File: src/rtl/ov7670_stream_tx_pkg.sv
// Shared geometry defaults, pipeline latency and timing-generator state encoding
// for the OV7670-format video transmitter.
package ov7670_stream_tx_pkg;

  // QQVGA RGB565: 160 px * 2 bytes per line
  localparam int unsigned DefHActive    = 320;
  localparam int unsigned DefHBlank     = 16;
  localparam int unsigned DefVActive    = 120;
  localparam int unsigned DefVsyncLines = 3;
  localparam int unsigned DefVBack      = 2;
  localparam int unsigned DefVFront     = 2;
  localparam logic [15:0] DefBaseAddr   = 16'h0000;

  // Address-to-byte latency: RAM read register plus the d output register
  localparam int unsigned RdLat = 2;

  // StDrain covers the RdLat cycles needed to flush the output pipeline
  // before the frame is reported done.
  typedef enum logic [2:0] {
    StIdle,
    StVsync,
    StVback,
    StActive,
    StVfront,
    StDrain
  } tx_state_e;

endpackage

File: src/rtl/ov7670_timing_gen.sv
// Line/frame timing generator: phase FSM plus horizontal and vertical counters.
// Outputs are on the address timeline (RdLat cycles ahead of the pins).
module ov7670_timing_gen
  import ov7670_stream_tx_pkg::*;
#(
  parameter int unsigned HActive    = DefHActive,
  parameter int unsigned HBlank     = DefHBlank,
  parameter int unsigned VActive    = DefVActive,
  parameter int unsigned VsyncLines = DefVsyncLines,
  parameter int unsigned VBack      = DefVBack,
  parameter int unsigned VFront     = DefVFront
) (
  input  logic pclk_24_i,
  input  logic reset_n_i,
  input  logic start_i,
  output logic busy_o,
  output logic vsync_pre_o,
  output logic href_pre_o,
  output logic rd_en_o,
  output logic frame_end_o
);

  localparam int unsigned LineLen = HActive + HBlank;
  localparam int unsigned HW      = $clog2(LineLen + RdLat + 1);
  localparam int unsigned VW      = $clog2(VActive + VsyncLines + VBack + VFront + 1);

  tx_state_e       state_q, state_d;
  logic [HW-1:0]   hcnt_q, hcnt_d;
  logic [VW-1:0]   vcnt_q, vcnt_d;
  int unsigned     phase_lines;
  tx_state_e       phase_next;

  // Line count of the current phase and the phase that follows it (empty phases skipped)
  always_comb begin
    phase_lines = 1;
    phase_next  = StIdle;
    case (state_q)
      StVsync: begin
        phase_lines = VsyncLines;
        phase_next  = (VBack != 0) ? StVback : StActive;
      end
      StVback: begin
        phase_lines = VBack;
        phase_next  = StActive;
      end
      StActive: begin
        phase_lines = VActive;
        phase_next  = (VFront != 0) ? StVfront : StDrain;
      end
      StVfront: begin
        phase_lines = VFront;
        phase_next  = StDrain;
      end
      default: begin
        phase_lines = 1;
        phase_next  = StIdle;
      end
    endcase
  end

  // Next-state and counter update
  always_comb begin
    state_d     = state_q;
    hcnt_d      = hcnt_q;
    vcnt_d      = vcnt_q;
    frame_end_o = 1'b0;
    unique case (state_q)
      StIdle: begin
        if (start_i) begin
          state_d = StVsync;
          hcnt_d  = '0;
          vcnt_d  = '0;
        end
      end
      StDrain: begin
        if (hcnt_q == HW'(RdLat - 1)) begin
          state_d     = StIdle;
          hcnt_d      = '0;
          frame_end_o = 1'b1;
        end else begin
          hcnt_d = hcnt_q + 1'b1;
        end
      end
      default: begin
        if (hcnt_q == HW'(LineLen - 1)) begin
          hcnt_d = '0;
          if (vcnt_q == VW'(phase_lines - 1)) begin
            vcnt_d  = '0;
            state_d = phase_next;
          end else begin
            vcnt_d = vcnt_q + 1'b1;
          end
        end else begin
          hcnt_d = hcnt_q + 1'b1;
        end
      end
    endcase
  end

  // State and counter registers
  always_ff @(posedge pclk_24_i or negedge reset_n_i) begin
    if (!reset_n_i) begin
      state_q <= StIdle;
      hcnt_q  <= '0;
      vcnt_q  <= '0;
    end else begin
      state_q <= state_d;
      hcnt_q  <= hcnt_d;
      vcnt_q  <= vcnt_d;
    end
  end

  assign busy_o      = (state_q != StIdle);
  assign vsync_pre_o = (state_q == StVsync);
  assign href_pre_o  = (state_q == StActive) && (hcnt_q < HW'(HActive));
  assign rd_en_o     = href_pre_o;

endmodule

File: src/rtl/ov7670_stream_tx.sv
// OV7670-format parallel video transmitter: reads a framebuffer through a
// synchronous-read port and emits vsync/href/d with RdLat-aligned timing.
module ov7670_stream_tx
  import ov7670_stream_tx_pkg::*;
#(
  parameter int unsigned HActive    = DefHActive,
  parameter int unsigned HBlank     = DefHBlank,
  parameter int unsigned VActive    = DefVActive,
  parameter int unsigned VsyncLines = DefVsyncLines,
  parameter int unsigned VBack      = DefVBack,
  parameter int unsigned VFront     = DefVFront,
  parameter logic [15:0] BaseAddr   = DefBaseAddr
) (
  input  logic        pclk_24_i,
  input  logic        reset_n_i,
  input  logic        start_i,
  input  logic [7:0]  din_i,
  output logic [15:0] addr_o,
  output logic        vsync_o,
  output logic        href_o,
  output logic [7:0]  d_o,
  output logic        busy_o,
  output logic        done_o
);

  logic              vsync_pre, href_pre, rd_en, frame_end;
  logic [15:0]       addr_q, addr_d;
  logic [RdLat-1:0]  vs_q, hr_q;
  logic [7:0]        d_q, d_d;

  ov7670_timing_gen #(
    .HActive    (HActive),
    .HBlank     (HBlank),
    .VActive    (VActive),
    .VsyncLines (VsyncLines),
    .VBack      (VBack),
    .VFront     (VFront)
  ) u_timing_gen (
    .pclk_24_i   (pclk_24_i),
    .reset_n_i   (reset_n_i),
    .start_i     (start_i),
    .busy_o      (busy_o),
    .vsync_pre_o (vsync_pre),
    .href_pre_o  (href_pre),
    .rd_en_o     (rd_en),
    .frame_end_o (frame_end)
  );

  // Address advances after each read cycle; rewinds to the frame base when the frame ends
  always_comb begin
    addr_d = addr_q;
    if (frame_end) begin
      addr_d = BaseAddr;
    end else if (rd_en) begin
      addr_d = addr_q + 16'd1;
    end
  end

  // Capture RAM data only while the delayed href says it is a valid byte
  always_comb begin
    d_d = '0;
    if (hr_q[RdLat-2]) begin
      d_d = din_i;
    end
  end

  // Address, sync delay line, data and done registers
  always_ff @(posedge pclk_24_i or negedge reset_n_i) begin
    if (!reset_n_i) begin
      addr_q <= BaseAddr;
      vs_q   <= '0;
      hr_q   <= '0;
      d_q    <= '0;
      done_o <= 1'b0;
    end else begin
      addr_q <= addr_d;
      vs_q   <= {vs_q[RdLat-2:0], vsync_pre};
      hr_q   <= {hr_q[RdLat-2:0], href_pre};
      d_q    <= d_d;
      done_o <= frame_end;
    end
  end

  assign addr_o  = addr_q;
  assign vsync_o = vs_q[RdLat-1];
  assign href_o  = hr_q[RdLat-1];
  assign d_o     = d_q;

endmodule

File: config.mk
export PLATFORM = sky130hd
export DESIGN_NAME = ov7670_stream_tx
export DESIGN_NICKNAME = d
export VERILOG_FILES = /design/src/rtl/ov7670_stream_tx_pkg.sv /design/src/rtl/ov7670_timing_gen.sv /design/src/rtl/ov7670_stream_tx.sv
export SDC_FILE = /design/constraint.sdc
export NUM_CORES = 1
export LEC_CHECK = 0
export ABC_AREA = 0
export CAP_MARGIN = 20
export CORE_ASPECT_RATIO = 1.25
export CORE_UTILIZATION = 56
export CTS_CLUSTER_DIAMETER = 40
export CTS_CLUSTER_SIZE = 30
export DETAILED_ROUTE_END_ITERATION = 6
export PLACE_DENSITY_LB_ADDON = 0.12
export SKIP_LAST_GASP = 1
export SLEW_MARGIN = 0
export SYNTH_ARGS = -nofsm -noshare
export SYNTH_HDL_FRONTEND = slang
export SYNTH_SLANG_ARGS = --single-unit
File: constraint.sdc
create_clock -name pclk_24_i -period 7.35 [get_ports pclk_24_i]
set_input_delay 1.47 -clock pclk_24_i [delete_from_list [all_inputs] [get_ports pclk_24_i]]
set_output_delay 1.47 -clock pclk_24_i [all_outputs]
set_load 0.03 [all_outputs]
### After elaboration in Yosys (flattened, before gate mapping)

Index checks and enable logic that the tools add are counted.

* add/subtract/negate cells: 4
* magnitude comparators: 1
* eq/ne operators: 10
* multiplexer cells: 20
* bitwise gates (word level): 1
* reduce and logical (&&, ||, !) cells: 10

Operators by type and width (count)
* 2-to-1 mux 16 bit: 2
* 2-to-1 mux 9 bit: 3
* 2-to-1 mux 7 bit: 3
* one-hot mux 7 bit (3 select lines): 1
* one-hot mux 9 bit (2 select lines): 1
* adder 16 x 1 -> 16 bit, second input constant: 1
* one-hot mux 7 bit (2 select lines): 1
* 2-to-1 mux 3 bit: 4
* one-hot mux 3 bit (4 select lines): 1
* adder 9 x 1 -> 9 bit, second input constant: 1
* equality test 9 x 1 -> 1 bit, second input constant: 1
* equality test 9 bit, second input constant: 1
* less-than comparator 9 bit, second input constant: 1
* nonzero test 3 bit: 3
* 2-to-1 mux 8 bit: 1
* adder 7 x 1 -> 7 bit, second input constant: 1
* equality test 7 bit: 1
* subtractor 7 x 1 -> 7 bit, second input constant: 1
* equality test 3 x 2 -> 1 bit, second input constant: 2
* equality test 3 bit, second input constant: 2
* one-hot mux 3 bit (2 select lines): 1
* AND reduction 4 bit: 1
* nonzero test 2 bit: 2
* equality test 3 x 1 -> 1 bit, second input constant: 1
* other kinds (8): 9

* bits in registers: 48
* input bits: 11
* output and inout bits: 28
* word-level logic and storage cells: 54

### Logic depth before layout (Yosys ltp)

Gate-level depths: netlist of run 1.

* word-level depth: 8
* depth in mapped cells: 11
* depth with buffers taken out: 8

### Cells and area by module

A second synthesis of run 1 with hierarchy kept.

* cell total of the unflattened synthesis: 244
* area total of the unflattened synthesis: 2522.4 um^2

By module, submodules not included
* ov7670_timing_gen: instances 1, cells an instance 148, area an instance 1361.3 um^2, sequential area each 475.5 um^2
* ov7670_stream_tx: instances 1, cells an instance 96, area an instance 1161.1 um^2, sequential area each 725.7 um^2

### Worst setup path before layout of run 1

Ideal clock, no wire load.

* path type: register to output
* start point: register u_timing_gen.state_q[0]
* end point: output port busy_o
* data arrival time: 1122 ps
* path slack: 4758 ps
* cell stages (with the launch flop): 4
* path buffers: 1
* cell sequence: dfrtp_1 -> buf_6 -> nor3_1 -> inv_1

* cells in the longest elaborated chain, start to end: 1

Ends and longest elaborated chain
* start: declaration: RTL line ov7670_timing_gen.sv:27 `tx_state_e state_q, state_d;`
* start signal: assignment: RTL line ov7670_timing_gen.sv:103 `state_q <= StIdle;`
* start signal: assignment: RTL line ov7670_timing_gen.sv:107 `state_q <= state_d;`
* nonzero test 3 bit: RTL line ov7670_timing_gen.sv:113 `assign busy_o = (state_q != StIdle);`
* end: declaration: RTL line ov7670_stream_tx.sv:22 `output logic busy_o,`

No other way between the ends.

### Worst setup path after layout of run 1

Same ends and word-level chain as after synthesis.

==> results of run 1 <==
routing by layer:
layer  routed length (um)  up-vias
met3                  146        9
met5                    0        -
met4                   99        0
met2                 2540       38
met1                 2170      907
li1                     -      938
flip-flops by register name, summed over array words and instances (netlist names):
name / flops
addr_o: 16
d_o: 8
done_o: 1
hr_q: 2
u_timing_gen.hcnt_q: 9
u_timing_gen.state_q: 3
u_timing_gen.vcnt_q: 7
vs_q: 2
worst register-to-register path: stages (launching register included):
cell       delay (ns)
dfrtp_1          0.60
and3b_2          0.33
inv_1            0.06
ha_1             0.21
and3b_1          0.21
a21oi_1          0.06
a2111oi_4        0.77
nor3_2           0.19
a221o_1          0.38
power groups by stage:
stage / Combinational, mW / Sequential (mW) / Clock, mW
finish: 0.0128 / 0.265 / 0.148
floorplan: 0.00129 / 0.270 / 0
global placement: 0.0118 / 0.270 / 0
detailed placement: 0.0120 / 0.270 / 0
CTS: 0.0120 / 0.265 / 0.153
global route: 0.0146 / 0.265 / 0.163
cell type report:
cell class / count / area (sq um)
clock buffer: 6 / 72.6
clock inverter: 1 / 5.00
fill: 320 / 1230
inverter: 11 / 41.3
multi-input combinational: 169 / 1170
sequential: 48 / 1200
tap: 56 / 70.1
timing repair buffer: 40 / 403
cell families (layout without fill, tap and decap cells):
| family | Yosys count | count (layout) |
|---|---|---|
| AND/OR/NAND/NOR | 97 | 97 |
| AO/OA/AOI/OAI | 49 | 49 |
| flip-flops | 48 | 48 |
| buffers and inverters | 23 | 58 |
| XOR/XNOR | 14 | 14 |
| adder cells (fa/ha/maj) | 5 | 5 |
| multiplexers | 4 | 4 |
metrics by stage:
| step | setup slack [ns] | hold slack (ns) | power, mW | util, % |
|---|---|---|---|---|
| 2_1_floorplan | 4.76 | 0.331 | 0.271 | - |
| 3_5_place_dp | 4.12 | 0.337 | 0.282 | 68.4 |
| 3_3_place_gp | 4.17 | 0.333 | 0.282 | 68.4 |
| 5_1_grt | 3.69 | 0.367 | 0.442 | 70.7 |
| 6_report | 3.78 | 0.357 | 0.425 | 70.7 |
| 4_1_cts | 3.78 | 0.357 | 0.430 | 70.2 |
final timing paths:
kind / from / endpoint / slack [ns] / cells past startpoint
max: u_timing_gen.state_q[0]$_DFFE_PN0P_ / busy_o / 3.78 / 4
min: vs_q[0]$_DFF_PN0_ / vs_q[1]$_DFF_PN0_ / 0.36 / 0
max reg2reg: u_timing_gen.state_q[0]$_DFFE_PN0P_ / u_timing_gen.vcnt_q[6]$_DFFE_PN0P_ / 4.45 / 8
min reg2reg: vs_q[0]$_DFF_PN0_ / vs_q[1]$_DFF_PN0_ / 0.36 / 0
max in group asynchronous: reset_n_i / u_timing_gen.vcnt_q[0]$_DFFE_PN0P_ / 5.91 / 2
min in group asynchronous: reset_n_i / vs_q[1]$_DFF_PN0_ / 0.99 / 1
Yosys cell counts, types with 3 or more instances:
library cell  number  area, sq um
dfrtp_1           48         1200
nor2_1            18         67.6
a21oi_1           11         55.1
inv_1             11         41.3
and2_1            10         62.6
nand2_1           10         37.5
nor3_1            10         50.1
o21ai_0            9         45.0
xnor2_1            8         70.1
and3_1             6         37.5
nand3_1            6         30.0
or3_1              6         37.5
xor2_1             6         52.6
a31oi_1            5         31.3
ha_1               5         62.6
nand2b_1           5         31.3
buf_6              4         45.0
nand4_1            4         25.0
a22o_1             3         26.3
a32oi_1            3         26.3
nor2b_1            3         18.8
nor3b_1            3         22.5
o31ai_1            3         22.5
==> flow_metrics.py, run 1 <==
metrics = {
    "drt": {
        "viasPerCell": 5.72,
        "num_vias": 1892,
        "first_pass_iters": 4,
        "drc": 0,
        "routed_wl_mm": 4.95,
        "drt_iter0_markers": 116,
        "routedWlPerCell_um": 14.9,
        "ant_nets": 0,
    },
    "global_route": {
        "grt_pass1_vias": 1787,
        "grt.met2_usage_pct": 38.5,
        "grt_util_met1_pct": 30.6,
        "grt.met3_usage_pct": 4.05,
        "antenna_found_initial": 0,
        "grt_pass1_wl_mm": 8.43,
        "grt-busiest-layer": "met2",
        "overflow": 0,
        "grt_max_degree": 49,
        "grt_usage_pct": 23.6,
    },
    "finish": {
        "design_area_sq_mm": 0.00297,
        "syn_to_final_growth_pct": 17.8,
        "antenna_cells": 0,
        "layout_common_cells": "dfrtp_1, clkdlybuf4s50_1, nor2_1",
        "final_common_cell": "dfrtp_1",
        "nets": 291,
        "drive_gt1_share_pct": 9.09,
        "finalNonFillerCells": 331,
    },
    "power_and_ir_drop": {
        "power.share.clock_pct": 34.7,
        "power.share.sequential_pct": 62.3,
        "combPwrFrac_pct": 3.0,
        "p_switching_mw": 0.0901,
        "p_per_area_mw_per_mm2": 143,
        "intPower_mw": 0.335,
        "leakage_nw": 1.28,
        "switching_share_pct": 21.2,
        "vdd.ir_drop.worst_uv": 97.8,
    },
    "synth": {
        "synth.distinct_cells": 54,
        "syn_area_per_cell_sq_um": 10.5,
        "synth_ff_type": "dfrtp_1",
        "netlist_area_sq_mm": 0.00252,
        "synthMuxAreaShare_pct": 2.14,
        "yosys.area_share.simple_pct": 23.3,
        "synth-compound-area-share_pct": 13.9,
        "yosysWarnings": 0,
        "synth_xor_area_share_pct": 4.87,
        "async_flop_share_pct": 100,
        "synth_top_family_by_area": "simple AND/OR/NAND/NOR gates",
        "syn_nets": 256,
        "ys_ff_latch": 48,
        "synth_edf_count": 0,
        "synth_fa_ha_area_share_pct": 2.48,
        "synthCells": 240,
        "seq_area_frac_synth_pct": 47.7,
    },
    "setup_path": {
        "critPathMaxFanout": 14,
        "crit_path_top_delay_cell": "clkdlybuf4s50_1",
        "worstPathCellList": "nor3_1 -> buf_4 -> inv_1 -> clkdlybuf4s50_1",
        "critPathLaunchType": "flip-flop",
        "critPathKind": "flip-flop to output pin",
        "cp_top_family": "buffers and inverters",
        "cp.arrival_ns": 2.10,
        "critical_path_required_ns": 5.88,
        "end_kind": "output pin",
        "cp_num_buf_inv": 3,
        "critPathMaxStageDelay_ns": 0.71,
    },
    "placement": {
        "port_buffers": 38,
        "gp_congestion": 0.741,
        "placed_cells": 323,
        "dpl.hpwl_mm": 3.44,
        "dpl_cell_area_sq_mm": 0.00287,
    },
    "sta": {
        "drv_slew": 0,
        "min_period_ns": 3.57,
        "setup_tns_ns": 0,
        "timing.final.crit_share_pct": 48.6,
        "setup-violations-final": 0,
        "max_slew_margin_pct": 42.1,
        "tightest_slew_ns": 0.869,
        "skew_ns": 0.00587,
        "finalHoldViolations": 0,
        "max_freq_mhz": 280,
        "grt_setup_unrepaired": "no",
    },
    "floorplanning": {
        "initial_utilization_pct": 60.0,
        "rows": 26,
        "fp.dieW_um": 62.0,
        "coreArea_sq_mm": 0.00420,
        "die_y_um": 77.0,
        "die-area_sq_mm": 0.00477,
        "io_pins": 39,
    },
    "cts": {
        "cts_tree": "yes",
        "post_cts_buffers": 0,
        "insertion_delay_ns": 0.30,
        "cts_max_path_buffers": 2,
        "cts_resized": 0,
        "hold_buffers": 0,
        "cts_made_buffers": 5,
        "htree_levels": 2,
        "cts.sinks": 48,
        "clk_pin_slew_worst_paths_ns": 0.08,
        "cts-root-buf": "clkbuf_8",
    },
    "worst_hold_path": {
        "hp-class": "flip-flop to flip-flop",
    },
    "outcome": {
        "status": "complete, no violations",
    },
    "job": {
        "maxCapViolCount": 0,
    },
}
No activity file was read; power rests on OpenSTA's default activity.
==> run 2: changes to the inputs <==
--- a/config.mk
+++ b/config.mk
@@ -8,7 +8,7 @@
 export ABC_AREA = 0
 export CAP_MARGIN = 20
 export CORE_ASPECT_RATIO = 1.25
-export CORE_UTILIZATION = 56
+export CORE_UTILIZATION = 54
 export CTS_CLUSTER_DIAMETER = 40
 export CTS_CLUSTER_SIZE = 30
 export DETAILED_ROUTE_END_ITERATION = 6
==> constraint.sdc (replaced) <==
create_clock -name pclk_24_i -period 3.3 [get_ports pclk_24_i]
set_input_delay 0.66 -clock pclk_24_i [delete_from_list [all_inputs] [get_ports pclk_24_i]]
set_output_delay 0.66 -clock pclk_24_i [all_outputs]
set_load 0.03 [all_outputs]
==> flow_metrics.py, run 2 (synthesis gave the netlist of run 1 again) <==
metrics = {
    "outcome": {
        "status": "complete, no violations",
    },
    "global_route": {
        "grt_pass1_vias": 1832,
        "grt_usage_pct": 20.9,
        "antenna_found_initial": 0,
        "grt_pass1_wl_mm": 8.25,
        "overflow": 0,
        "grt_max_degree": 49,
    },
    "finish": {
        "finalNonFillerCells": 335,
        "largest_reg_flops": 16,
        "layout_common_cells": "dfrtp_1, clkdlybuf4s50_1, nor2_1",
        "final_common_cell": "dfrtp_1",
        "finish.utilization_pct": 67.7,
        "antenna_cells": 0,
        "fill_cells": 360,
        "drive_gt1_share_pct": 10.1,
        "syn_to_final_growth_pct": 19.0,
        "design_area_sq_mm": 0.00300,
        "nets": 292,
    },
    "power_and_ir_drop": {
        "leakage_nw": 1.29,
        "power.share.clock_pct": 37.0,
        "p_switching_mw": 0.210,
        "vdd.ir_drop.worst_uv": 233,
        "intPower_mw": 0.771,
        "finalPower_mw": 0.981,
        "power.share.sequential_pct": 60.1,
        "combPwrFrac_pct": 2.9,
        "p_per_area_mw_per_mm2": 327,
        "switching_share_pct": 21.4,
    },
    "sta": {
        "tightest_slew_ns": 0.749,
        "finalHoldViolations": 0,
        "setup_tns_ns": 0,
        "grt_setup_unrepaired": "no",
        "timing.final.crit_share_pct": 83.0,
        "setup-violations-final": 0,
        "max_freq_mhz": 365,
        "min_period_ns": 2.74,
        "drv_slew": 0,
        "holdWs_ns": 0.315,
        "skew_ns": 0.00902,
        "layout_setup_ws_ns": 0.559,
        "max_slew_margin_pct": 50.1,
    },
    "drt": {
        "ant_nets": 0,
        "routed_wl_mm": 4.60,
        "viasPerCell": 5.68,
        "drc": 0,
        "num_vias": 1902,
        "first_pass_iters": 4,
        "drt_iter0_markers": 161,
        "routedWlPerCell_um": 13.7,
    },
    "cts": {
        "cts_max_path_buffers": 2,
        "insertion_delay_ns": 0.30,
        "clk_pin_slew_worst_paths_ns": 0.09,
        "cts_made_buffers": 5,
        "cts-root-buf": "clkbuf_8",
        "cts.sinks": 48,
        "cts_resized": 0,
        "htree_levels": 2,
        "cts_tree": "yes",
        "hold_buffers": 0,
        "post_cts_buffers": 0,
    },
    "setup_path": {
        "crit_path_top_delay_cell": "clkdlybuf4s50_1",
        "cp_top_family": "buffers and inverters",
        "end_kind": "output pin",
        "cp.arrival_ns": 2.08,
        "critical_path_required_ns": 2.64,
        "critPathKind": "flip-flop to output pin",
        "critPathLaunchType": "flip-flop",
        "critPathMaxStageDelay_ns": 0.72,
        "cp_num_buf_inv": 3,
        "critPathMaxFanout": 14,
        "worstPathCellList": "nor3_1 -> buf_4 -> inv_1 -> clkdlybuf4s50_1",
    },
    "placement": {
        "dpl.hpwl_mm": 3.26,
        "dpl_cell_area_sq_mm": 0.00288,
        "placed_cells": 326,
        "gp_congestion": 0.762,
        "post-place-ws_ns": 0.716,
        "port_buffers": 38,
    },
    "floorplanning": {
        "die-area_sq_mm": 0.00494,
        "fp.dieW_um": 63.1,
        "initial_utilization_pct": 56.9,
        "coreArea_sq_mm": 0.00443,
        "die_y_um": 78.4,
        "rows": 27,
        "io_pins": 39,
    },
    "worst_hold_path": {
        "hp-class": "input pin to async pin",
    },
    "job": {
        "maxCapViolCount": 0,
    },
}
run 2: cell count changes in the layout (fill, tap and decap cells not counted), sizes merged:
cell	change
clkinvlp	+2
clkinv	-1
buf	+1
run 2: routing by layer:
layer / global-route usage, % / vias to the layer above / part of all wire [%]
li1: - / 938 / -
met1: 25.5 / 915 / 44
met2: 37.4 / 42 / 52
met3: 3.20 / 7 / 3.1
met4: 6.74 / 0 / 1.3
met5: 0 / - / 0
run 2: worst reg2reg max path, stage by stage (launching register included):
cell,delay [ns]
dfrtp_1,0.58
and3b_2,0.33
inv_1,0.06
ha_1,0.20
and3b_1,0.21
a21oi_1,0.06
a2111oi_4,0.51
buf_4,0.25
o211ai_1,0.09
a32o_1,0.21
run 2: power by group through the flow:
stage / clock [mW] / combinational (mW) / sequential (mW)
final: 0.363 / 0.0285 / 0.590
after global routing: 0.402 / 0.0319 / 0.590
after CTS: 0.377 / 0.0268 / 0.590
after detailed placement: 0 / 0.0267 / 0.601
after global placement: 0 / 0.0264 / 0.601
after floorplan: 0 / 0.00287 / 0.601
run 2: final timing paths:
path	startpoint	endpoint	slack [ns]	cells after the start
worst max-delay path	u_timing_gen.state_q[0]$_DFFE_PN0P_	busy_o	0.56	4
worst min-delay path	reset_n_i	d_o[4]$_DFF_PN0_	0.31	1
worst max register to register	u_timing_gen.state_q[0]$_DFFE_PN0P_	u_timing_gen.state_q[1]$_DFFE_PN0P_	0.71	9
worst min register to register	vs_q[0]$_DFF_PN0_	vs_q[1]$_DFF_PN0_	0.35	0
max in group asynchronous	reset_n_i	addr_o[13]$_DFFE_PN0P_	2.47	2
min in group pclk_24_i	vs_q[0]$_DFF_PN0_	vs_q[1]$_DFF_PN0_	0.35	0
run 2: layout make-up:
type	count	area (sq um)	area share (%)
clock inverter	2	15.0	0.501
inverter	11	41.3	1.38
sequential	48	1200	40.1
tap	58	72.6	2.42
multi-input combinational	169	1170	39.2
clock buffer	6	82.6	2.75
timing repair buffer	41	410	13.7
